File: src/rtl/or_arb_pkg.sv
// Shared types and helpers for the round-robin OR arbiter.
// Holds the FSM state type, ID width rule and the rotating pick.
package or_arb_pkg;

    typedef enum logic {IDLE, RESP} state_t;

    localparam int MAX_REQ   = 16;
    localparam int MAX_IDX_W = 4;

    typedef struct packed {
        logic                 found;
        logic [MAX_IDX_W-1:0] idx;
    } pick_t;

    function automatic int id_w(input int n);
        return (n > 1) ? $clog2(n) : 1;
    endfunction

    // First valid index at or after ptr, wrapping modulo n.
    function automatic pick_t rr_pick(
        input logic [MAX_IDX_W-1:0] ptr,
        input logic [MAX_REQ-1:0]   req,
        input int                   n
    );
        pick_t p;
        int    j;
        p = '0;
        for (int k = 0; k < MAX_REQ; k++) begin
            if (k < n && !p.found) begin
                j = (int'(ptr) + k) % n;
                if (req[MAX_IDX_W'(j)]) begin
                    p.found = 1'b1;
                    p.idx   = MAX_IDX_W'(j);
                end
            end
        end
        return p;
    endfunction

endpackage

File: src/rtl/or_unit.sv
// Shared combinational OR datapath.
// Instantiated once behind the arbiter's operand mux.
module or_unit #(
    parameter int DATA_W = 8
) (
    input  logic [DATA_W-1:0] a,
    input  logic [DATA_W-1:0] b,
    output logic [DATA_W-1:0] y
);

    assign y = a | b;

endmodule

File: src/rtl/rr_or_arbiter.sv
// Round-robin arbiter sharing one OR unit among NUM_REQ requesters.
// Registered response with ID; accepts a new grant while draining.
module rr_or_arbiter
    import or_arb_pkg::*;
#(
    parameter  int NUM_REQ = 4,
    parameter  int DATA_W  = 8,
    localparam int ID_W    = id_w(NUM_REQ)
) (
    input  logic                      clk,
    input  logic                      rst_n,
    input  logic [NUM_REQ-1:0]        req_valid,
    output logic [NUM_REQ-1:0]        req_ready,
    input  logic [NUM_REQ*DATA_W-1:0] req_a,
    input  logic [NUM_REQ*DATA_W-1:0] req_b,
    output logic                      rsp_valid,
    input  logic                      rsp_ready,
    output logic [DATA_W-1:0]         rsp_data,
    output logic [ID_W-1:0]           rsp_id
);

    state_t              state;
    state_t              state_n;
    logic [ID_W-1:0]     ptr;
    logic [ID_W-1:0]     ptr_n;
    logic [ID_W-1:0]     g;
    pick_t               pick;
    logic                can_accept;
    logic                xfer;
    logic [DATA_W-1:0]   op_a;
    logic [DATA_W-1:0]   op_b;
    logic [DATA_W-1:0]   or_y;

    assign can_accept = (state == IDLE) || rsp_ready;
    assign pick       = rr_pick(MAX_IDX_W'(ptr), MAX_REQ'(req_valid), NUM_REQ);
    assign g          = ID_W'(pick.idx);
    assign xfer       = can_accept && pick.found;

    always_comb begin
        req_ready = '0;
        if (xfer) req_ready[g] = 1'b1;
    end

    assign op_a = req_a[int'(g)*DATA_W +: DATA_W];
    assign op_b = req_b[int'(g)*DATA_W +: DATA_W];

    or_unit #(
        .DATA_W (DATA_W)
    ) u_or (
        .a (op_a),
        .b (op_b),
        .y (or_y)
    );

    assign ptr_n = (int'(g) == NUM_REQ - 1) ? '0 : g + 1'b1;

    always_ff @(posedge clk or negedge rst_n) begin
        if (!rst_n) state <= IDLE;
        else        state <= state_n;
    end

    always_comb begin
        state_n = state;
        unique case (state)
            IDLE:    if (xfer) state_n = RESP;
            RESP:    if (rsp_ready && !xfer) state_n = IDLE;
            default: state_n = IDLE;
        endcase
    end

    // Data and ID only move on a transfer; they hold after draining.
    always_ff @(posedge clk or negedge rst_n) begin
        if (!rst_n) begin
            rsp_data <= '0;
            rsp_id   <= '0;
            ptr      <= '0;
        end else if (xfer) begin
            rsp_data <= or_y;
            rsp_id   <= g;
            ptr      <= ptr_n;
        end
    end

    assign rsp_valid = (state == RESP);

endmodule

File: config.mk
export PLATFORM = sky130hd
export DESIGN_NAME = rr_or_arbiter
export DESIGN_NICKNAME = d
export VERILOG_FILES = /design/src/rtl/or_arb_pkg.sv /design/src/rtl/or_unit.sv /design/src/rtl/rr_or_arbiter.sv
export SDC_FILE = /design/constraint.sdc
export NUM_CORES = 1
export LEC_CHECK = 0
export BUFFER_PORTS_ARGS = -buffer_cell sky130_fd_sc_hd__buf_2
export CAP_MARGIN = 20
export CORE_UTILIZATION = 39
export CTS_BUF_LIST = sky130_fd_sc_hd__clkbuf_16
export DETAILED_ROUTE_END_ITERATION = 8
export HOLD_SLACK_MARGIN = 0.05
export PLACE_DENSITY = 0.91
export SLEW_MARGIN = 40
export SYNTH_ARGS = -nofsm -noshare
export SYNTH_HDL_FRONTEND = slang
export SYNTH_SLANG_ARGS = --single-unit
File: constraint.sdc
create_clock -name clk -period 2.5 [get_ports clk]
set_clock_uncertainty 0.1 [all_clocks]
set_input_delay 0.625 -clock clk [delete_from_list [all_inputs] [get_ports clk]]
set_output_delay 0.625 -clock clk [all_outputs]
set_load 0.05 [all_outputs]
# Yosys cells after proc, flatten, opt, wreduce, memory -nomap -nowiden
# Index checks and enable logic that the tools add are counted.
[word_totals]
reg_bits = 13
input_bits = 71
output_inout_bits = 15
[op_classes]
n_addsub = 4
order_cmp = 6
eq_ne = 1
shifts = 2
mux = 25
bitwise_logic = 5
reduce_logical = 8
[ops]
columns = ["op", "count"]
rows = [
  ["indexed part select 32 x 6 -> 8 bit", 2],
  ["2-to-1 mux 5 bit", 7],
  ["< comparator 3 x 6 -> 1 bit, second input constant", 3],
  ["2-to-1 mux 1 bit", 10],
  ["binary-select mux 1 bit (select 3 bit)", 3],
  ["bitwise OR 8 bit", 1],
  ["OR reduction 2 bit", 3],
  ["< comparator 2 x 5 -> 1 bit, second input constant", 1],
  ["adder 2 x 1 -> 2 bit, second input constant", 2],
  ["adder 2 bit, second input constant", 2],
  ["2-to-1 mux 4 bit", 1],
  ["bitwise AND 1 bit, first input constant", 3],
  ["logical AND 1 bit", 3],
  ["< comparator 2 x 3 -> 1 bit, second input constant", 1],
  ["binary-select mux 1 bit (select 2 bit)", 1],
  ["demux 1 bit (select 2 bit)", 1],
  ["== test 2 x 1 -> 1 bit, second input constant", 1],
  [">= comparator 2 x 1 -> 1 bit, second input constant", 1],
  ["2-to-1 mux 2 bit", 1],
  ["one-hot mux 1 bit (2 select lines)", 1],
  ["logical NOT 1 bit", 1],
  ["logical OR 1 bit", 1],
  ["inverter 1 bit", 1],
]

# Longest topological paths before layout
# Gate-level depths: netlist (run 1).
[logic_depth]
word_depth = 17
mapped_depth = 7
ltp_nobuf = 6

# By module
# Synthesis (run 1) repeated with hierarchy kept, for this count alone.
[unflattened]
hier_cells = 130
hier_area_um2 = 1174.9
[modules_own_cells]
columns = ["mod", "instances", "cells_each", "area_per_inst_um2"]
rows = [
  ["rr_or_arbiter", 1, 122, 1124.8],
  ["or_unit", 1, 8, 50.0],
]

# Least setup slack after synthesis (run 1)
# Ideal clock, no wire load.
[synth_path]
path_kind = "input-to-output"
start = "in req_valid[0]"
end = "out req_ready[1]"
arrival_time_ns = 1.936
required_ns = 1.775
path_slack_ns = -0.161
stages = 6
path_buffers = 0
cell_sequence = "nor3b_2 nor3_2 nor2b_1 inv_1 ha_1 and2_1"
[synth_lines]
columns = ["element", "line", "source"]
rows = [
  ["from (decl)", "rr_or_arbiter.sv:12", "input logic [NUM_REQ-1:0] req_valid,"],
  ["to (decl)", "rr_or_arbiter.sv:13", "output logic [NUM_REQ-1:0] req_ready,"],
]

==> results.cfg, run 1 <==
[sta]
fin_ws_ns = -0.0703
drv_slew = 0
rsz0062_at_grt = true
hold_viol = 0
final.min_clock_period_ns = 2.57
worst_pin_slew_ns = 0.559
finalSetupViolCount = 4
post-route-period-util_pct = 103
relSlewSlack_pct = 62.7
max_freq_mhz = 389

[hold_path]
hold_class = primary input to async pin

[pwr]
switching_power_w = 0.000728
finalPower_w = 0.00157
p_leak_nw = 0.885
p_int_w = 0.000844
pwr-share-comb_pct = 58.4
p_sw_share_pct = 46.3
p_per_area_mw_per_mm2 = 862
p_seq_share_pct = 22.5
p_clk_share_pct = 19.1
vdd_ir_drop_max_uv = 725

[logic_synthesis]
synthTopCellsByCount = nor2_1, o21ai_0, nand2_1, dfrtp_1
synth.most_common_cell = nor2_1
synth_nets = 195
synth_ff_type = dfrtp_1
ys_warn_count = 0
ys_top_cells_by_area = dfrtp_1, o311ai_2, o21ai_0, o311ai_1, nor2_1
netlist.area_leader.share_pct = 30.7
ys_seq_area_share_pct = 30.7
syn_inst = 120
synth.largest_area_cell = dfrtp_1
ys_types = 29
syn_area_per_cell_sq_um = 8.83
synth_seq_cells = 13
async_reset_ff_share_pct = 100
synth_area_sq_mm = 0.00106
synth_edf_count = 0

[critical_path]
critPathTopFamily = simple AND/OR/NAND/NOR gates
critical_path_class = flop to output pin
max_stage_delay_ns = 0.47
worstPathArrival_ns = 1.85
critPathLaunchType = flop
cp_max_fo = 5
crit_required_ns = 1.77
crit_chain = buf_4 > nor2b_1 > nor3_2 > nor2b_4 > inv_2 > ha_2 > and2_4 > buf_8
cp_num_buf_inv = 3
cp-end-kind = output pin
crit_path_top_delay_cell = dfrtp_2

[clock_network]
cts_tree = yes
ctsHoldBuffers = 0
cts.sinks = 13
htreeDepth = 1
cts.clk_slew.worst_paths_ns = 0.05
root_buffer = clkbuf_16
clk_path_buf_depth = 2
worstSkewPairLatency_ns = 0.24
cts_buffers = 3

[finish]
num-fill-cells = 186
drive_gt1_share_pct = 60.8
diodes = 0
final_cells = 252
area_growth_pct = 72.1
layout.nets = 298

[routing]
via_per_inst = 5.46
detail_route.wl_per_cell_um = 15.9
post-route-drc-count = 0
ant_nets = 0
first_iter_violations = 33
routed_wl_mm = 4.01
first_pass_iters = 4
routed-via-count = 1377

[outcome]
status = complete, but fails checks
violations = negative setup slack

[global_routing]
grt_pass1_wl_mm = 5.66
grt_max_degree = 17
overflow = 0
grt_pass1_vias = 1263
grt_antenna_before_repair = 0
groute.usage.overall_pct = 27.3

[placed_design]
dp_hpwl_mm = 2.63
routabilityCongestion = 0.779
placed_cells = 243
port_buffers = 85

[floorplan]
io_pins = 86
start_util_pct = 42.0
core-area_sq_mm = 0.00252
die_h_um = 54.1
num_rows = 18
die_area_sq_mm = 0.00293
die_w_um = 54.1

[job]
drv_cap = 0
-- power groups by stage --
stage	sequential, W	clock (W)	combinational [W]
after global routing	0.000358	0.000321	0.000968
after detailed placement	0.000343	0	0.000768
after floorplan	0.000543	0	0.000335
final	0.000354	0.000300	0.000918
after CTS	0.000346	0.000302	0.000887
after global placement	0.000338	0	0.000754
-- metrics by stage --
step / hold WS, ns / setup TNS (ns) / util, % / cell area [sq um] / setup WS [ns]
3_3_place_gp: 0.357 / -0.198 / 63.2 / 1590 / -0.0797
5_1_grt: 0.184 / -0.314 / 72.3 / 1820 / -0.0988
4_1_cts: 0.174 / -0.00540 / 71.7 / 1810 / -0.00437
6_report: 0.168 / -0.184 / 72.3 / 1820 / -0.0703
3_5_place_dp: 0.362 / -0.399 / 63.2 / 1590 / -0.119
2_1_floorplan: 0.229 / 0 / - / 1070 / 0.00304
-- what timing repair did --
item,CTS,global route
pin swaps,4,2
gates resized for setup,31,2
endpoints found under the setup margin,4,4
setup buffers,4,1
gates cloned,0,0
-- sequential cells by signal (all words and copies together) (netlist names) --
register	flops
rsp_data	8
ptr	2
rsp_id	2
rsp_valid	1
-- path summary, 6_finish.rpt --
check                      slack, ns                    start                      end  cells after the start
max                            -0.07       ptr[1]$_DFFE_PN0P_             req_ready[1]                      8
min                             0.17                    rst_n       ptr[0]$_DFFE_PN0P_                      1
max reg2reg                     0.38       ptr[1]$_DFFE_PN0P_  rsp_data[3]$_DFFE_PN0P_                      8
min reg2reg                     0.39  rsp_data[6]$_DFFE_PN0P_  rsp_data[6]$_DFFE_PN0P_                      2
max in group asynchronous       1.88                    rst_n       ptr[1]$_DFFE_PN0P_                      1
min in group clk                0.39  rsp_data[6]$_DFFE_PN0P_  rsp_data[6]$_DFFE_PN0P_                      2
-- layout make-up --
cell class | instances | area, sq um | area share (%)
multi-input combinational | 99 | 749 | 41.1
timing repair buffer | 103 | 617 | 33.8
sequential | 13 | 327 | 17.9
clock buffer | 3 | 75.1 | 4.12
tap | 30 | 37.5 | 2.06
inverter | 3 | 13.8 | 0.754
clock inverter | 1 | 5.00 | 0.274
-- layer usage --
layer | share of wire (%) | vias to the layer above | wire, um | track usage (%)
li1 | - | 653 | - | -
met4 | 1.7 | 0 | 70 | 7.26
met2 | 53 | 85 | 2120 | 50.8
met3 | 8.7 | 13 | 347 | 4.52
met5 | 0 | - | 0 | 0
met1 | 37 | 626 | 1470 | 31.6
-- kinds of logic (layout without fill, tap and decap cells) --
family	Yosys count	count (layout)	synth area share [%]
and+or+nand+nor	54	54	25.1
adders and majority gates	4	4	4.72
AOI/OAI and AO/OA	40	40	33.4
muxes	1	1	0.945
DFF	13	13	30.7
buffers and inverters	8	110	5.08
-- cell usage in the layout, fill, tap and decap left out, drive strengths merged --
cell type	Yosys	routed
nand4b	1	1
a21boi	1	1
dfrtp	13	13
o311ai	16	16
clkinv	0	1
a31oi	1	1
nor3	1	1
nand2	15	15
a21o	2	2
and3b	1	1
nor2b	2	2
buf	4	103
ha	4	4
o2bb2ai	1	1
mux2i	1	1
inv	3	3
nor2	19	19
and2	4	4
nand3b	1	1
nor4	1	1
o21ai	17	17
clkbuf	1	3
nand3	8	8
nor3b	1	1
a21oi	2	2
Note: power is estimated with default switching activity, not from simulation.
==> run 2, diff against run 1 <==
--- a/config.mk
+++ b/config.mk
@@ -5,13 +5,13 @@
 export SDC_FILE = /design/constraint.sdc
 export NUM_CORES = 1
 export LEC_CHECK = 0
-export BUFFER_PORTS_ARGS = -buffer_cell sky130_fd_sc_hd__buf_2
 export CAP_MARGIN = 20
-export CORE_UTILIZATION = 39
+export CORE_UTILIZATION = 45
 export CTS_BUF_LIST = sky130_fd_sc_hd__clkbuf_16
 export DETAILED_ROUTE_END_ITERATION = 8
+export DONT_BUFFER_PORTS = 1
 export HOLD_SLACK_MARGIN = 0.05
-export PLACE_DENSITY = 0.91
+export PLACE_DENSITY = 0.71
 export SLEW_MARGIN = 40
 export SYNTH_ARGS = -nofsm -noshare
 export SYNTH_HDL_FRONTEND = slang
==> run 2 against run 1 <==
Effect of this change: the flow now finishes without violations; non-clock buffer count shrank 94; wire length shrank 31%; count of clock-buffer cells in the layout is the same; die area shrank 13%; worst hold slack gained 0.29 ns; maximum frequency grew 6.2%; critical path depth shrank 2; register-to-register slack gained 0.25 ns; core utilization shrank 17 points; largest cell class unchanged.
==> results.cfg, run 2 (synthesis results as in run 1) <==
[floorplan]
die_area_sq_mm = 0.00255
core-area_sq_mm = 0.00221
start_util_pct = 47.9
io_pins = 86
die_h_um = 50.5
die_w_um = 50.5
num_rows = 17

[pwr]
finalPower_w = 0.00126
p_leak_nw = 0.487
p_seq_share_pct = 44.1
p_int_w = 0.000654
p_clk_share_pct = 23.0
p_per_area_mw_per_mm2 = 1040
switching_power_w = 0.000611
vdd_ir_drop_max_uv = 533
pwr-share-comb_pct = 32.9
p_sw_share_pct = 48.3

[finish]
seq_area_sq_um = 327
final_cell_area_sq_mm = 0.00122
num-fill-cells = 216
largest_reg_flops = 8
mostFrequentLayoutCell = nor2_1
reg_top3 = rsp_data x8, ptr x2, rsp_id x2
area_growth_pct = 15.2
drive_gt1_share_pct = 24.2
layout.nets = 204
regMostFlops = rsp_data
final_cell_mix = nor2_1, o21ai_0, nand2_1, dfrtp_1
multi_input_area_sq_um = 697
diodes = 0

[clock_network]
cts.sinks = 13
htreeDepth = 1
worstSkewPairLatency_ns = 0.24
clk_path_buf_depth = 2
root_buffer = clkbuf_16
cts_buffers = 3
post-cts-setup-buffers = 0
cts_tree = yes
cts.clk_slew.worst_paths_ns = 0.05

[sta]
fin_tns_setup_ns = 0
max_freq_mhz = 413
hold_viol = 0
relSlewSlack_pct = 59.2
worst_pin_slew_ns = 0.609
final.min_clock_period_ns = 2.42
finalSetupViolCount = 0
rsz0062_at_grt = false
post-route-period-util_pct = 96.8
holdWs_ns = 0.462
drv_slew = 0

[placed_design]
routabilityCongestion = 0.743
dp_hpwl_mm = 2.20
port_buffers = 0
post_dp_cell_area_sq_mm = 0.00113

[job]
drv_cap = 0

[routing]
routed-via-count = 959
first_iter_violations = 6
via_per_inst = 6.15
ant_nets = 0
post-route-drc-count = 0
routed_wl_mm = 2.75
detail_route.wl_per_cell_um = 17.6
first_pass_iters = 4

[critical_path]
cp-end-kind = output pin
r2r_end = rsp_data[5]$_DFFE_PN0P_
critical_path_class = flop to output pin
critPathLaunchType = flop
crit_end = req_ready[0]
reg2regPathDepth = 7
startpoint = ptr[1]$_DFFE_PN0P_
rr_startpoint = ptr[1]$_DFFE_PN0P_
crit_chain = nor3b_4 > nor3_2 > nor2b_2 > inv_1 > ha_1 > and2_4
crit_path_top_delay_cell = dfrtp_2
worstPathArrival_ns = 1.70
cp_max_fo = 6
r2r_slack_ns = 0.63
max_stage_delay_ns = 0.45
crit_required_ns = 1.77

[global_routing]
grt_pass1_vias = 908
grt_antenna_before_repair = 0
grt_pass1_wl_mm = 4.05
groute.usage.overall_pct = 21.8
overflow = 0
grt_max_degree = 17

[hold_path]
hold_class = primary input to flop

[outcome]
status = completed
==> run 2: cell count changes in the layout (fill, tap and decap cells not counted), sizes merged <==
cell,previous run,this run
buf,103,8
clkinv,1,0
dlygate4sd3,0,1
inv,3,4
==> run 2: timing repair <==
item / in CTS / in global routing
hold buffers: 1 / 0
gates resized for setup: 2 / 1
pin swaps: 0 / 2
hold endpoints to repair: 13 / 0
setup endpoints to repair: 2 / 4
==> run 2: cell type report <==
class | count | area share, %
clock buffer | 3 | 6.15
inverter | 3 | 1.13
timing repair buffer | 9 | 5.74
multi-input combinational | 99 | 57.1
tap | 28 | 2.87
clock inverter | 1 | 0.307
sequential | 13 | 26.7
==> run 2: worst min-delay path by stage <==
stage | start | end | slack, ns | cells after the start
final | req_b[31] | rsp_data[7]$_DFFE_PN0P_ | 0.46 | 2
after CTS | req_b[25] | rsp_data[1]$_DFFE_PN0P_ | 0.46 | 2
after detailed placement | rst_n | rsp_data[5]$_DFFE_PN0P_ | 0.23 | 0
after floorplan | rst_n | ptr[0]$_DFFE_PN0P_ | 0.23 | 0
after global placement | rst_n | rsp_data[5]$_DFFE_PN0P_ | 0.23 | 0
after global routing | req_b[25] | rsp_data[1]$_DFFE_PN0P_ | 0.47 | 2
==> run 2: metal layers <==
layer / track usage [%] / vias to the layer above / routed length [um]
li1: - / 463 / -
met1: 21.6 / 450 / 1030
met2: 43.1 / 44 / 1490
met3: 6.67 / 2 / 206
met4: 5.56 / 0 / 14
met5: 0 / - / 0
==> run 2: power by group through the flow <==
| stage | Combinational (W) | Sequential (W) | Clock [W] |
|---|---|---|---|
| after floorplan | 0.000335 | 0.000543 | 0 |
| after global placement | 0.000397 | 0.000556 | 0 |
| after detailed placement | 0.000412 | 0.000558 | 0 |
| after CTS | 0.000423 | 0.000556 | 0.000296 |
| after global routing | 0.000460 | 0.000566 | 0.000309 |
| final | 0.000417 | 0.000557 | 0.000291 |
==> run 2: critical path: cells and delay by family, from the launching register on <==
kind | cells | cell delay, ns
AND/OR/NAND/NOR | 4 | 0.77
flip-flops | 1 | 0.45
adder cells (fa/ha/maj) | 1 | 0.15
buffers and inverters | 1 | 0.07
==> run 2: metrics by stage <==
step / util (%) / setup WS, ns / instances
2_1_floorplan: - / 0.00304 / 120
3_3_place_gp: 51.0 / 0.133 / 151
3_5_place_dp: 51.0 / 0.0746 / 151
4_1_cts: 55.1 / 0.0376 / 156
5_1_grt: 55.2 / 0.000508 / 156
6_report: 55.2 / 0.0796 / 156
